===== src/rtl/wb_pkg.sv =====
// Shared types for the MIPS write-back stage: source-select codes, load formats
// and the control half of the MEM/WB pipeline register.
package wb_pkg;

  typedef enum logic [1:0] {
    WB_ALU  = 2'b00,
    WB_MEM  = 2'b01,
    WB_LINK = 2'b10,
    WB_ALT  = 2'b11
  } wb_sel_e;

  typedef enum logic [2:0] {
    LD_W    = 3'b000,
    LD_H    = 3'b001,
    LD_HU   = 3'b010,
    LD_B    = 3'b011,
    LD_BU   = 3'b100,
    LD_WU   = 3'b101,
    LD_D    = 3'b110,
    LD_RSVD = 3'b111
  } load_type_e;

  // Control fields of the MEM/WB register; data fields are sized by the
  // instantiating stage and kept alongside this struct.
  typedef struct packed {
    logic       valid;
    logic       reg_write;
    wb_sel_e    wb_sel;
    load_type_e load_type;
  } mem_wb_ctrl_t;

endpackage


===== src/rtl/load_align.sv =====
// Little-endian load alignment with sign/zero extension. Purely combinational;
// misaligned low offset bits are ignored rather than trapped.
module load_align
  import wb_pkg::*;
#(
  parameter  int DATA_W = 32,
  localparam int OFF_W  = $clog2(DATA_W/8)
) (
  input  logic [DATA_W-1:0] read_data,
  input  load_type_e        load_type,
  input  logic [OFF_W-1:0]  byte_off,
  output logic [DATA_W-1:0] load_value
);

  logic [7:0]        byte_sel;
  logic [15:0]       half_sel;
  logic [DATA_W-1:0] word_s;
  logic [DATA_W-1:0] word_u;

  assign byte_sel = read_data[{byte_off, 3'b000} +: 8];
  assign half_sel = read_data[{byte_off[OFF_W-1:1], 4'b0000} +: 16];

  // A 32-bit datapath has only one word, so LW, LWU and LD all pass it through.
  generate
    if (DATA_W > 32) begin : g_wide
      logic [31:0] word_sel;
      assign word_sel = read_data[{byte_off[OFF_W-1], 5'b00000} +: 32];
      assign word_s   = {{(DATA_W-32){word_sel[31]}}, word_sel};
      assign word_u   = {{(DATA_W-32){1'b0}}, word_sel};
    end else begin : g_narrow
      assign word_s = read_data;
      assign word_u = read_data;
    end
  endgenerate

  always_comb begin
    load_value = word_s;
    case (load_type)
      LD_B:    load_value = {{(DATA_W-8){byte_sel[7]}}, byte_sel};
      LD_BU:   load_value = {{(DATA_W-8){1'b0}}, byte_sel};
      LD_H:    load_value = {{(DATA_W-16){half_sel[15]}}, half_sel};
      LD_HU:   load_value = {{(DATA_W-16){1'b0}}, half_sel};
      LD_WU:   load_value = word_u;
      LD_D:    load_value = read_data;
      default: load_value = word_s;
    endcase
  end

endmodule


===== src/rtl/wb_stage.sv =====
// MEM/WB pipeline register with stall/flush, write-back source selection,
// register-0 write suppression and a retired-instruction counter.
module wb_stage
  import wb_pkg::*;
#(
  parameter  int DATA_W     = 32,
  parameter  int REG_ADDR_W = 5,
  parameter  int CNT_W      = 32,
  localparam int OFF_W      = $clog2(DATA_W/8)
) (
  input  logic                  clk,
  input  logic                  rst_n,
  input  logic                  stall,
  input  logic                  flush,
  input  logic                  in_valid,
  input  logic                  in_reg_write,
  input  logic [1:0]            in_wb_sel,
  input  logic [2:0]            in_load_type,
  input  logic [OFF_W-1:0]      in_byte_off,
  input  logic [REG_ADDR_W-1:0] in_dest,
  input  logic [DATA_W-1:0]     in_alu_result,
  input  logic [DATA_W-1:0]     in_read_data,
  input  logic [DATA_W-1:0]     in_link_addr,
  output logic                  rf_we,
  output logic [REG_ADDR_W-1:0] rf_waddr,
  output logic [DATA_W-1:0]     rf_wdata,
  output logic [CNT_W-1:0]      retire_count
);

  mem_wb_ctrl_t          ctrl_q;
  logic [OFF_W-1:0]      byte_off_q;
  logic [REG_ADDR_W-1:0] dest_q;
  logic [DATA_W-1:0]     alu_q;
  logic [DATA_W-1:0]     read_q;
  logic [DATA_W-1:0]     link_q;
  logic [CNT_W-1:0]      cnt_q;
  logic [DATA_W-1:0]     load_value;

  // Flush only has to kill the valid bit; the other fields are don't-care
  // for a bubble, so they simply hold.
  always_ff @(posedge clk or negedge rst_n) begin
    if (!rst_n) begin
      ctrl_q     <= '0;
      byte_off_q <= '0;
      dest_q     <= '0;
      alu_q      <= '0;
      read_q     <= '0;
      link_q     <= '0;
    end else if (flush) begin
      ctrl_q.valid <= 1'b0;
    end else if (!stall) begin
      ctrl_q.valid     <= in_valid;
      ctrl_q.reg_write <= in_reg_write;
      ctrl_q.wb_sel    <= wb_sel_e'(in_wb_sel);
      ctrl_q.load_type <= load_type_e'(in_load_type);
      byte_off_q       <= in_byte_off;
      dest_q           <= in_dest;
      alu_q            <= in_alu_result;
      read_q           <= in_read_data;
      link_q           <= in_link_addr;
    end
  end

  // An instruction retires on the edge where it leaves WB, so a stalled slot
  // is counted exactly once, when the stall releases.
  always_ff @(posedge clk or negedge rst_n) begin
    if (!rst_n) begin
      cnt_q <= '0;
    end else if (ctrl_q.valid && !stall) begin
      cnt_q <= cnt_q + CNT_W'(1);
    end
  end

  load_align #(
    .DATA_W(DATA_W)
  ) u_load_align (
    .read_data (read_q),
    .load_type (ctrl_q.load_type),
    .byte_off  (byte_off_q),
    .load_value(load_value)
  );

  always_comb begin
    rf_wdata = alu_q;
    case (ctrl_q.wb_sel)
      WB_MEM:  rf_wdata = load_value;
      WB_LINK: rf_wdata = link_q;
      default: rf_wdata = alu_q;
    endcase
  end

  assign rf_we        = ctrl_q.valid & ctrl_q.reg_write & (|dest_q);
  assign rf_waddr     = dest_q;
  assign retire_count = cnt_q;

endmodule


===== config.mk =====
export PLATFORM = sky130hd
export DESIGN_NAME = wb_stage
export DESIGN_NICKNAME = d
export VERILOG_FILES = /design/src/rtl/wb_pkg.sv /design/src/rtl/load_align.sv /design/src/rtl/wb_stage.sv
export SDC_FILE = /design/constraint.sdc
export NUM_CORES = 1
export LEC_CHECK = 0
export ABC_AREA = 1
export BUFFER_PORTS_ARGS = -buffer_cell sky130_fd_sc_hd__buf_2
export CORE_UTILIZATION = 35
export DETAILED_ROUTE_END_ITERATION = 16
export GPL_TIMING_DRIVEN = 1
export SETUP_SLACK_MARGIN = 0.02
export SYNTH_ARGS = -nofsm -noshare
export SYNTH_HDL_FRONTEND = slang
export SYNTH_SLANG_ARGS = --single-unit

===== constraint.sdc =====
create_clock -name clk -period 3.1 [get_ports clk]
set_clock_uncertainty 0.2 [all_clocks]
set_input_delay 0.155 -clock clk [delete_from_list [all_inputs] [get_ports clk]]
set_output_delay 0.155 -clock clk [all_outputs]
set_load 0.05 [all_outputs]

== After elaboration in Yosys (flattened, before gate mapping) ==
Cells that the tools add are included.

* Register bits after elaboration: 142
* Bits in latches: 0
* Bits in writable memories: 0
* ROM bits: 0
* Bits of input ports: 114
* Output and inout port bits: 70
* Word-level logic and storage cells: 32
* Memories: 0

* Add/subtract/negate cells: 1
* Multipliers: 0
* Div/mod/pow operators: 0
* $lt $le $gt $ge: 0
* Equal/unequal tests: 7
* Shifts and indexed selects: 2
* Multiplexer cells: 4
* Bitwise logic cells: 4
* Reductions and logical operators: 4

{| class="wikitable"
|+ Operators with widths
! operator !! number
|-
| one-hot mux 32 bit (4 select lines) || 1
|-
| one-hot mux 32 bit (2 select lines) || 1
|-
| adder 32 x 1 -> 32 bit (second input constant) || 1
|-
| variable part select 32 x 6 -> 16 bit || 1
|-
| variable part select 32 x 6 -> 8 bit || 1
|-
| 2-to-1 mux 7 bit || 1
|-
| == test 3 x 2 -> 1 bit (second input constant) || 2
|-
| OR reduction 5 bit || 1
|-
| == test 3 x 1 -> 1 bit (second input constant) || 1
|-
| == test 3 bit (second input constant) || 1
|-
| bitwise AND 1 bit || 2
|-
| == test 2 x 1 -> 1 bit (second input constant) || 1
|-
| == test 2 bit (second input constant) || 1
|-
| != test 2 x 1 -> 1 bit (second input constant) || 1
|-
| inverter 1 bit || 2
|-
| AND reduction 2 bit || 1
|-
| logical AND 1 bit || 1
|-
| logical NOT 1 bit || 1
|-
| 2-to-1 mux 1 bit || 1
|}

== Longest topological paths before layout ==
Gate-level depths: netlist (run 1).

* Word-level depth: 3
* Gate-level depth with buffers: 11
* Depth with buffers taken out: 9

== Modules after synthesis ==
From an unflattened synthesis (run 1), not the netlist that was laid out.

* Cell total of the unflattened synthesis: 877
* Area total of the unflattened synthesis: 7583.5 µm²

{| class="wikitable"
|+ By module, submodules not included
! module !! times used !! cells each !! area an instance (µm²) !! sequential area each (µm²)
|-
| wb_stage || 1 || 645 || 6518.8 || 3553.4
|-
| load_align || 1 || 232 || 1064.8 || 0.0
|}

== Worst setup path before layout (run 1) ==
Ideal clock, no wire load.

* Kind: register to output
* Start point: register ctrl_q[3] (netlist bit)
* End point: output port rf_wdata[0]
* Arrival: 2.004 ns
* Required time: 2.745 ns
* Setup slack: 0.741 ns
* Cell stages (with the launch flop): 8
* Path buffers: 2
* Cells stage by stage: dfrtp_1 > inv_1 > ha_1 > clkbuf_1 > inv_1 > clkbuf_1 > nor2_1 > a21oi_1

* Longest elaborated chain between the ends: 2
* Elaborated cells on any way between the ends: 3
* Those cells by class: 2 x eq/ne; 1 x mux

{| class="wikitable"
|+ RTL lines
! item !! RTL line !! RTL
|-
| start: declaration || wb_stage.sv:30 || <nowiki>mem_wb_ctrl_t ctrl_q;</nowiki>
|-
| == test 2 bit or == test 2 x 1 -> 1 bit (tied branches) || wb_stage.sv:85 || <nowiki>case (ctrl_q.wb_sel)</nowiki>
|-
| one-hot mux 32 bit (2 select lines) * || wb_stage.sv:85 ||
|-
| end: declaration || wb_stage.sv:26 || <nowiki>output logic [DATA_W-1:0] rf_wdata,</nowiki>
|}

Mark *: on every way between the ends. The rest lies on a longest branch, timed or not.

== Final worst setup path (run 1) ==
* Start point: register byte_off_q[1]
* End point: output port rf_wdata[18]

* Longest elaborated chain between the ends: 3
* Elaborated cells on any way between the ends: 4
* Those cells by class: 2 x shift; 2 x mux

{| class="wikitable"
|+ RTL lines
! item !! RTL line !! RTL
|-
| start: declaration || wb_stage.sv:31 || <nowiki>logic [OFF_W-1:0] byte_off_q;</nowiki>
|-
| start signal: assignment || wb_stage.sv:56 || <nowiki>byte_off_q <= in_byte_off;</nowiki>
|-
| variable part select 32 x 6 -> 16 bit or variable part select 32 x 6 -> 8 bit (tied branches) || load_align.sv:21, load_align.sv:20 ||
|-
| one-hot mux 32 bit (4 select lines) * || load_align.sv:38 || <nowiki>case (load_type)</nowiki>
|-
| one-hot mux 32 bit (2 select lines) * || wb_stage.sv:85 ||
|}

Marked as above.

==> impl_metrics.tcl, run 1 <==
set metrics [dict create \
    status "complete, no violations" \
    synthAdderAreaFrac_pct 0.5018 \
    seq_area_frac_synth_pct 47.51 \
    synth_edf_count 0 \
    place_congestion 0.8582 \
    ys_seq_elements 142 \
    drtIter0Drc 419 \
    synthCells 875 \
    first_pass_iters 4 \
    fill_cells 2027 \
    path_clk_slew_ns 0.06 \
    ir_worst_vdd_v 0.0003738 \
    ys_types 34 \
    htreeDepth 4 \
    ant_nets 0 \
    synth_mux_area_share_pct 10.24 \
    maxCapViolations 0 \
    maxClockFrequency_ghz 0.3502 \
    grt_pass1_vias 6915 \
    place_inst 1306 \
    wire_per_inst_um 15.33 \
    grt_pass1_wl_um 35640 \
    vias 6944 \
    hpwlAfterDp_um 15230 \
    synth_area_leaders "dfrtp_1, nand2_1, mux2_2" \
    grt_max_degree 70 \
    required_ns 2.74 \
    period_share_pct 92.12 \
    final_core_util_pct 49.86 \
    row_count 53 \
    async_flop_share_pct 100.0 \
    setup_viol 0 \
    avgSynthCellArea_um2 8.548 \
    setup_slack_ns 0.2443 \
    rsz0062_at_grt "no" \
    area_growth_syn_to_layout_pct 39.68 \
    die_x_um 148.2 \
    slew_headroom_pct 54.43 \
    overflow 0 \
    clockBufferDepth 2 \
    powerDensity_mw_per_mm2 624.5 \
    yosysTopAreaCellShare_pct 47.51 \
    pin_count 184 \
    diodes 0 \
    yosys_warnings 0 \
    yosys.area_share.simple_pct 21.96 \
    place_ws_ns 0.6553 \
    dieArea_mm2 0.02196 \
    fin_nets 1285 \
    leakage_nw 4.813 \
    grt_usage_pct 20.88 \
    netlist_area_mm2 0.007480 \
    totalWireLength_um 22310 \
    synth_ff_type "dfrtp_1" \
    path_class "register to output port" \
    setup.worst_path.start_class "register" \
    cp_max_fo 12 \
    start_util_pct 35.69 \
    yosysTopAreaCell "dfrtp_1" \
    cts_tree "done" \
    clock_tree.root_cell "clkbuf_16" \
    drc 0 \
    antenna_found_initial 0 \
    crit_arrival_ns 2.50 \
    fin_tns_setup_ns 0 \
    hold_viol 0 \
    clock_latency_ns 0.43 \
    multi_input_area_mm2 0.003452 \
    cts_buffers 17 \
    slew_viol_final 0 \
    fin_cells 1455 \
    die_y_um 148.2 \
    viasPerCell 4.773 \
    worst_slew_pin_slew_ns 0.6835 \
    synth_compound_area_share_pct 10.71 \
    syn-num-nets 992 \
    seq_area_mm2 0.003553 \
    numClockSinks 142 \
    fin_crit_ns 2.856 \
    synthXorXnorAreaFrac_pct 2.576 \
    hold_path.class "input port to register" \
    port-buffer-count 183 \
    end_kind "output port" \
    core_mm2 0.02096 \
    whs_ns 0.02901 \
    synth_top_family_by_area "simple AND/OR/NAND/NOR gates" \
    drive_gt1_share_pct 28.81 \
]
## worst paths after layout
kind                                  startpoint                to  slack, ns  cells past startpoint
max in group asynchronous                  rst_n  retire_count[22]       1.70                      3
worst max-delay path               byte_off_q[1]      rf_wdata[18]       0.24                      9
min in group asynchronous                  rst_n          alu_q[8]       0.11                      2
worst max register to register   retire_count[0]  retire_count[20]       1.10                      8
worst min register to register  retire_count[31]  retire_count[31]       0.29                      2
worst min-delay path                       stall         ctrl_q[5]       0.03                      3
## sequential cells by signal, summed over array words and instances (netlist names)
signal        flops
rf_waddr          5
byte_off_q        2
retire_count     32
alu_q            32
read_q           32
link_q           32
ctrl_q            7
## stage by stage
stage	power (mW)	cell area, um^2
floorplan	3.795	7480
global placement	4.329	8678
detailed placement	4.350	8678
CTS	6.527	10400
global route	6.845	10450
finish	6.524	10450
## area by class of cell
class	count	area share (%)
multi-input cells	624	33.04
well taps	275	3.293
clock buffers	19	4.240
inverters	69	2.503
repair buffers	314	21.60
flip-flops and latches	142	34.01
clock inverters	12	1.305
## power breakdown
group          leakage, nW  switching (mW)  total, mW  internal (mW)
clock network        0.276           0.836       2.04           1.21
registers             1.75           0.153       2.23           2.08
logic                 2.79            1.53       2.25          0.719
## synthesized netlist by cell type (3+ instances only)
cell / count
a21oi_1: 86
a21oi_2: 10
buf_2: 14
buf_6: 5
clkbuf_1: 19
dfrtp_1: 142
ha_1: 3
inv_1: 64
inv_2: 4
mux2_2: 68
nand2_1: 206
nand2_2: 11
nand3_1: 44
nand3b_1: 3
nand4_1: 4
nor2_1: 95
nor2_4: 3
nor3_1: 5
nor3_2: 3
o21ai_0: 50
xnor2_1: 10
xor2_1: 12
## cell families after synthesis
| family | count (synthesis) |
|---|---|
| and+or+nand+nor | 381 |
| AOI/OAI and AO/OA | 150 |
| DFF | 142 |
| buffers and inverters | 109 |
| xor gates and xnor gates | 22 |
| adders and majority gates | 3 |
| muxes | 68 |
## critical path: stages, from the launching register on
cell and delay (ns):
dfrtp_1 0.50, inv_2 0.21, nor2_1 0.09, o21ai_2 0.15, nand3_2 0.22, nand3_4 0.29
buf_12 0.16, nand2_2 0.05, a21oi_2 0.12, buf_2 0.28
## cells in the final DEF (no fill, tap or decap), drive strengths merged
cell type      n
nand2        218
buf          200
dfrtp        142
dlygate4sd3  114
nor2          99
a21oi         96
inv           72
mux2          68
o21ai         51
nand3         48
clkbuf        19
xor2          12
xnor2         10
nor3           8
nand4          4
clkinv         4
nand3b         3
ha             3
clkinvlp       3
bufinv         2
o311ai         1
a21boi         1
a211oi         1
nor4           1
## timing repair
item / in CTS / in global routing
hold buffers: 114 / 0
hold endpoints to repair: 177 / 0
resized for setup: 0 / 2
buffers inserted: 0 / 4
endpoints found under the setup margin: 0 / 9
## per-layer routing
metal / global-route usage (%) / part of all wire, % / up-vias
met4: 7.113 / 2.0 / 0
met5: 0 / 0 / -
met3: 3.558 / 3.7 / 35
li1: - / - / 3446
met1: 28.33 / 47 / 3291
met2: 33.66 / 47 / 172
Note: power is estimated with default switching activity, not from simulation.
==> run 2, diff against run 1 <==
Settings changed: HOLD_SLACK_MARGIN set to 0.03.
==> impl_metrics.tcl, run 2 (synthesized netlist as in run 1, its figures left out) <==
set metrics [dict create \
    rsz0062_at_grt "no" \
    clock_latency_ns 0.43 \
    powerDensity_mw_per_mm2 623.0 \
    fill_cells 2023 \
    grt_pass1_vias 6925 \
    start_util_pct 35.69 \
    busiest_layer "met2" \
    ant_nets 0 \
    die_y_um 148.2 \
    met1_usage_pct 28.39 \
    htreeDepth 4 \
    met3_usage_pct 3.558 \
    dieArea_mm2 0.02196 \
    seq_area_mm2 0.003553 \
    whs_path_depth 5 \
    hpwlAfterDp_um 15230 \
    grt_usage_pct 20.92 \
    clock_tree.root_cell "clkbuf_16" \
    place_congestion 0.8582 \
    cts_buffers 17 \
    timing.rr.start "retire_count[0]" \
    grt_max_degree 70 \
    area_growth_syn_to_layout_pct 40.25 \
    fin_nets 1289 \
    fin_tns_setup_ns 0 \
    drtIter0Drc 421 \
    row_count 53 \
    drive_gt1_share_pct 28.72 \
    worst_slew_pin_slew_ns 0.6995 \
    path_clk_slew_ns 0.06 \
    end_kind "output port" \
    crit_arrival_ns 2.50 \
    multi_input_area_mm2 0.003452 \
    clockBufferDepth 2 \
    fin_cells 1460 \
    slew_headroom_pct 53.37 \
    core_mm2 0.02096 \
    maxClockFrequency_ghz 0.3503 \
    numClockSinks 142 \
    setup_viol 0 \
    setup_slack_ns 0.2453 \
    maxCapViolations 0 \
    hold_viol 0 \
    place_inst 1306 \
    layout_commonest_cell "nand2_1" \
    setup.worst_path.start_class "register" \
    pin_count 184 \
    fin_crit_ns 2.855 \
    path_class "register to output port" \
    cp_max_fo 12 \
    hold_path.class "input port to register" \
    cp_cell_sequence "inv_2, nor2_1, o21ai_2, nand3_2, nand3_4, nand2_1, a21oi_1, buf_2" \
    regToRegSetupSlack_ns 1.10 \
    critPathMaxStageDelay_ns 0.50 \
    final_core_util_pct 50.06 \
    die_x_um 148.2 \
    place_ws_ns 0.6553 \
    leakage_nw 4.830 \
    met2_usage_pct 33.71 \
    r2r_end "retire_count[20]" \
    antenna_found_initial 0 \
    first_pass_iters 5 \
    totalWireLength_um 22430 \
    period_share_pct 92.09 \
    slowest_stage "dfrtp_1" \
    layout_common_cells "nand2_1, buf_2, dfrtp_1" \
    ir_worst_vdd_v 0.0003738 \
    holdPathEnd "retire_count[1]" \
    slew_viol_final 0 \
    min_from "stall" \
    wire_per_inst_um 15.36 \
    port-buffer-count 183 \
    viasPerCell 4.766 \
    required_ns 2.74 \
    status "complete, no violations" \
    cts_tree "done" \
    vias 6958 \
    grt_pass1_wl_um 35690 \
    overflow 0 \
    drc 0 \
    ff2ff_path_depth 8 \
]
==> run 2: layer usage <==
metal	wire length, um	share of wire, %	vias to the layer above
met1	10560	47	3301
li1	-	-	3456
met5	0	0	-
met2	10600	47	172
met3	855	3.8	29
met4	410	1.8	0
==> run 2: critical path, delay by kind of cell, from the launching register on <==
| kind | cells | cell delay, ns |
|---|---|---|
| flops | 1 | 0.50 |
| compound gates | 2 | 0.31 |
| buf+inv | 2 | 0.49 |
| simple gates | 4 | 0.77 |
==> run 2: how the worst max path moves through the flow <==
| stage | startpoint | to | slack (ns) |
|---|---|---|---|
| 3_3_place_gp | byte_off_q[1] | rf_wdata[31] | 0.68 |
| 3_5_place_dp | ctrl_q[1] | rf_wdata[31] | 0.66 |
| 4_1_cts | ctrl_q[1] | rf_wdata[31] | 0.20 |
| 5_1_grt | byte_off_q[1] | rf_wdata[31] | 0.05 |
| 6_report | byte_off_q[1] | rf_wdata[31] | 0.25 |
| 2_1_floorplan | ctrl_q[3] | rf_wdata[0] | 0.74 |
==> run 2: layout make-up <==
cell class	count	share of cell area, %
diodes	1	0.02385
clock buffers	19	4.222
clock inverters	12	1.300
inverters	69	2.493
multi-input cells	624	32.91
flip-flops and latches	142	33.87
well taps	275	3.280
repair buffers	318	21.90
==> run 2: timing repair <==
item	4_1_cts	5_1_grt
hold buffers	118	0
hold endpoints to repair	177	0
setup endpoints to repair	0	9
setup buffers	0	4
gates resized for setup	0	2
==> run 2: power by group <==
part / internal (mW) / switching, mW / total (mW)
logic: 0.728 / 1.53 / 2.26
clock network: 1.21 / 0.832 / 2.04
registers: 2.08 / 0.153 / 2.24
total: 4.02 / 2.52 / 6.54
==> run 2: per-stage QoR <==
stage | hold WS, ns | instance area, um^2 | total power [mW]
after CTS | 0.04678 | 10440 | 6.537
after global placement | 0.02484 | 8678 | 4.329
after detailed placement | 0.03134 | 8678 | 4.350
final | 0.05523 | 10490 | 6.535
after global routing | 0.08974 | 10490 | 6.857
after floorplan | -0.3406 | 7480 | 3.795
==> run 3, diff against run 2 <==
==> constraint.sdc (replaced) <==
create_clock -name clk -period 3.1 [get_ports clk]
set_clock_uncertainty 0.2 [all_clocks]
set_input_delay 0.31 -clock clk [delete_from_list [all_inputs] [get_ports clk]]
set_output_delay 0.31 -clock clk [all_outputs]
set_load 0.05 [all_outputs]
==> impl_metrics.tcl, run 3 (synthesized netlist as in run 1, its figures left out) <==
set metrics [dict create \
    dieArea_mm2 0.02196 \
    drtIter0Drc 385 \
    hpwlAfterDp_um 15440 \
    grt_max_degree 63 \
    setup_viol 0 \
    maxCapViolations 0 \
    regToRegSetupSlack_ns 1.07 \
    met2_usage_pct 32.09 \
    worst_slew_pin_slew_ns 0.5559 \
    hold_viol 0 \
    grt_pass1_vias 6806 \
    port-buffer-count 183 \
    grt_pass1_wl_um 35600 \
    drive_gt1_share_pct 28.89 \
    critical-path-top-delay-family "simple AND/OR/NAND/NOR gates" \
    path_class "register to output port" \
    switching_share_pct 40.50 \
    vias 6945 \
    diodes 0 \
    final_core_util_pct 49.50 \
    met3_usage_pct 3.528 \
    power_frac_comb_pct 34.3 \
    cts_buffers 17 \
    die_y_um 148.2 \
    viasPerCell 4.783 \
    pin_count 184 \
    leakage_nw 4.780 \
    totalWireLength_um 22370 \
    powerDensity_mw_per_mm2 620.1 \
    place_ws_ns 0.5810 \
    p_seq_share_pct 34.7 \
    clock_latency_ns 0.43 \
    path_clk_slew_ns 0.07 \
    fin_crit_ns 2.920 \
    p_clk_share_pct 30.9 \
    layout_commonest_cell "nand2_1" \
    setup_slack_ns 0.1796 \
    core_mm2 0.02096 \
    die_x_um 148.2 \
    start_util_pct 35.69 \
    clockBufferDepth 2 \
    maxClockFrequency_ghz 0.3424 \
    cp_num_buf_inv 2 \
    ir_worst_vdd_v 0.0004452 \
    antenna_found_initial 0 \
    first_pass_iters 5 \
    end_kind "output port" \
    busiest_layer "met2" \
    drc 0 \
    numClockSinks 142 \
    row_count 53 \
    area_growth_syn_to_layout_pct 38.67 \
    fin_nets 1281 \
    critPathMaxStageDelay_ns 0.42 \
    setup.worst_path.start_class "register" \
    grt_usage_pct 20.90 \
    slew_headroom_pct 62.85 \
    met1_usage_pct 29.57 \
    period_share_pct 94.21 \
    required_ns 2.59 \
    cp_max_fo 16 \
    p_int_mw 3.827 \
    whs_ns 0.1559 \
    layout_common_cells "nand2_1, buf_2, dfrtp_1" \
    cts_setup_buffers 0 \
    p_switching_mw 2.605 \
    place_congestion 0.8422 \
    status "complete, no violations" \
    crit_arrival_ns 2.41 \
    hold_path.class "input port to register" \
    htreeDepth 4 \
    slew_viol_final 0 \
    slowest_stage "dfrtp_1" \
    clock_tree.root_cell "clkbuf_16" \
    overflow 0 \
    wire_per_inst_um 15.41 \
    cp_cell_sequence "inv_2, nor2_1, o21ai_2, nand3_2, nand3_4, nand2_1, a21oi_1, buf_2" \
    fin_tns_setup_ns 0 \
    ant_nets 0 \
    rsz0062_at_grt "no" \
    cts_tree "done" \
]
## run 3: final timing paths
kind | startpoint | endpoint | cells past startpoint
setup / recovery | byte_off_q[1] | rf_wdata[19] | 8
hold / removal | stall | read_q[17] | 4
setup reg to reg | retire_count[0] | retire_count[20] | 8
hold reg to reg | ctrl_q[5] | ctrl_q[5] | 1
max in group asynchronous | rst_n | read_q[26] | 3
min in group asynchronous | rst_n | alu_q[6] | 2
## run 3: worst register-to-register path: stages, from the launching register on
cell	delay, ns
dfrtp_1	0.50
ha_1	0.29
nand2_1	0.14
nor2_4	0.20
nand3_2	0.16
nor3_2	0.26
nand2_1	0.09
nand2_1	0.06
nand2_1	0.05
## run 3: layout make-up
class,count,area [um^2]
inverter,69,261.5
tap,275,344.1
fill,2032,10580
multi-input combinational,624,3452
clock buffer,17,425.4
timing repair buffer,310,2193
clock inverter,15,142.6
sequential,142,3553
## run 3: repair_timing
action                                 CTS  global route
hold buffers                           112             0
gates resized for setup                  0             1
setup endpoints to repair                0            23
endpoints found under the hold margin  162             0
## run 3: metrics by stage
stage                     area, um^2  instances  total power [mW]
after floorplan                 7480        875             3.795
after global placement          8681       1308             4.335
after detailed placement        8681       1308             4.346
after CTS                      10370       1452             6.479
after global routing           10370       1452             6.749
final                          10370       1452             6.432
## run 3: per-layer routing
layer,part of all wire (%),vias to the layer above,wire (um)
met3,4.3,33,971
met1,47,3279,10490
met2,47,197,10500
li1,-,3436,-
met5,0,-,0
met4,1.9,0,417
## run 3: power groups by stage
stage	Combinational (mW)	Sequential, mW	Clock (mW)
2_1_floorplan	1.44	2.35	0
3_3_place_gp	2.08	2.26	0
3_5_place_dp	2.08	2.26	0
4_1_cts	2.20	2.23	2.04
5_1_grt	2.37	2.26	2.12
6_report	2.21	2.23	1.99
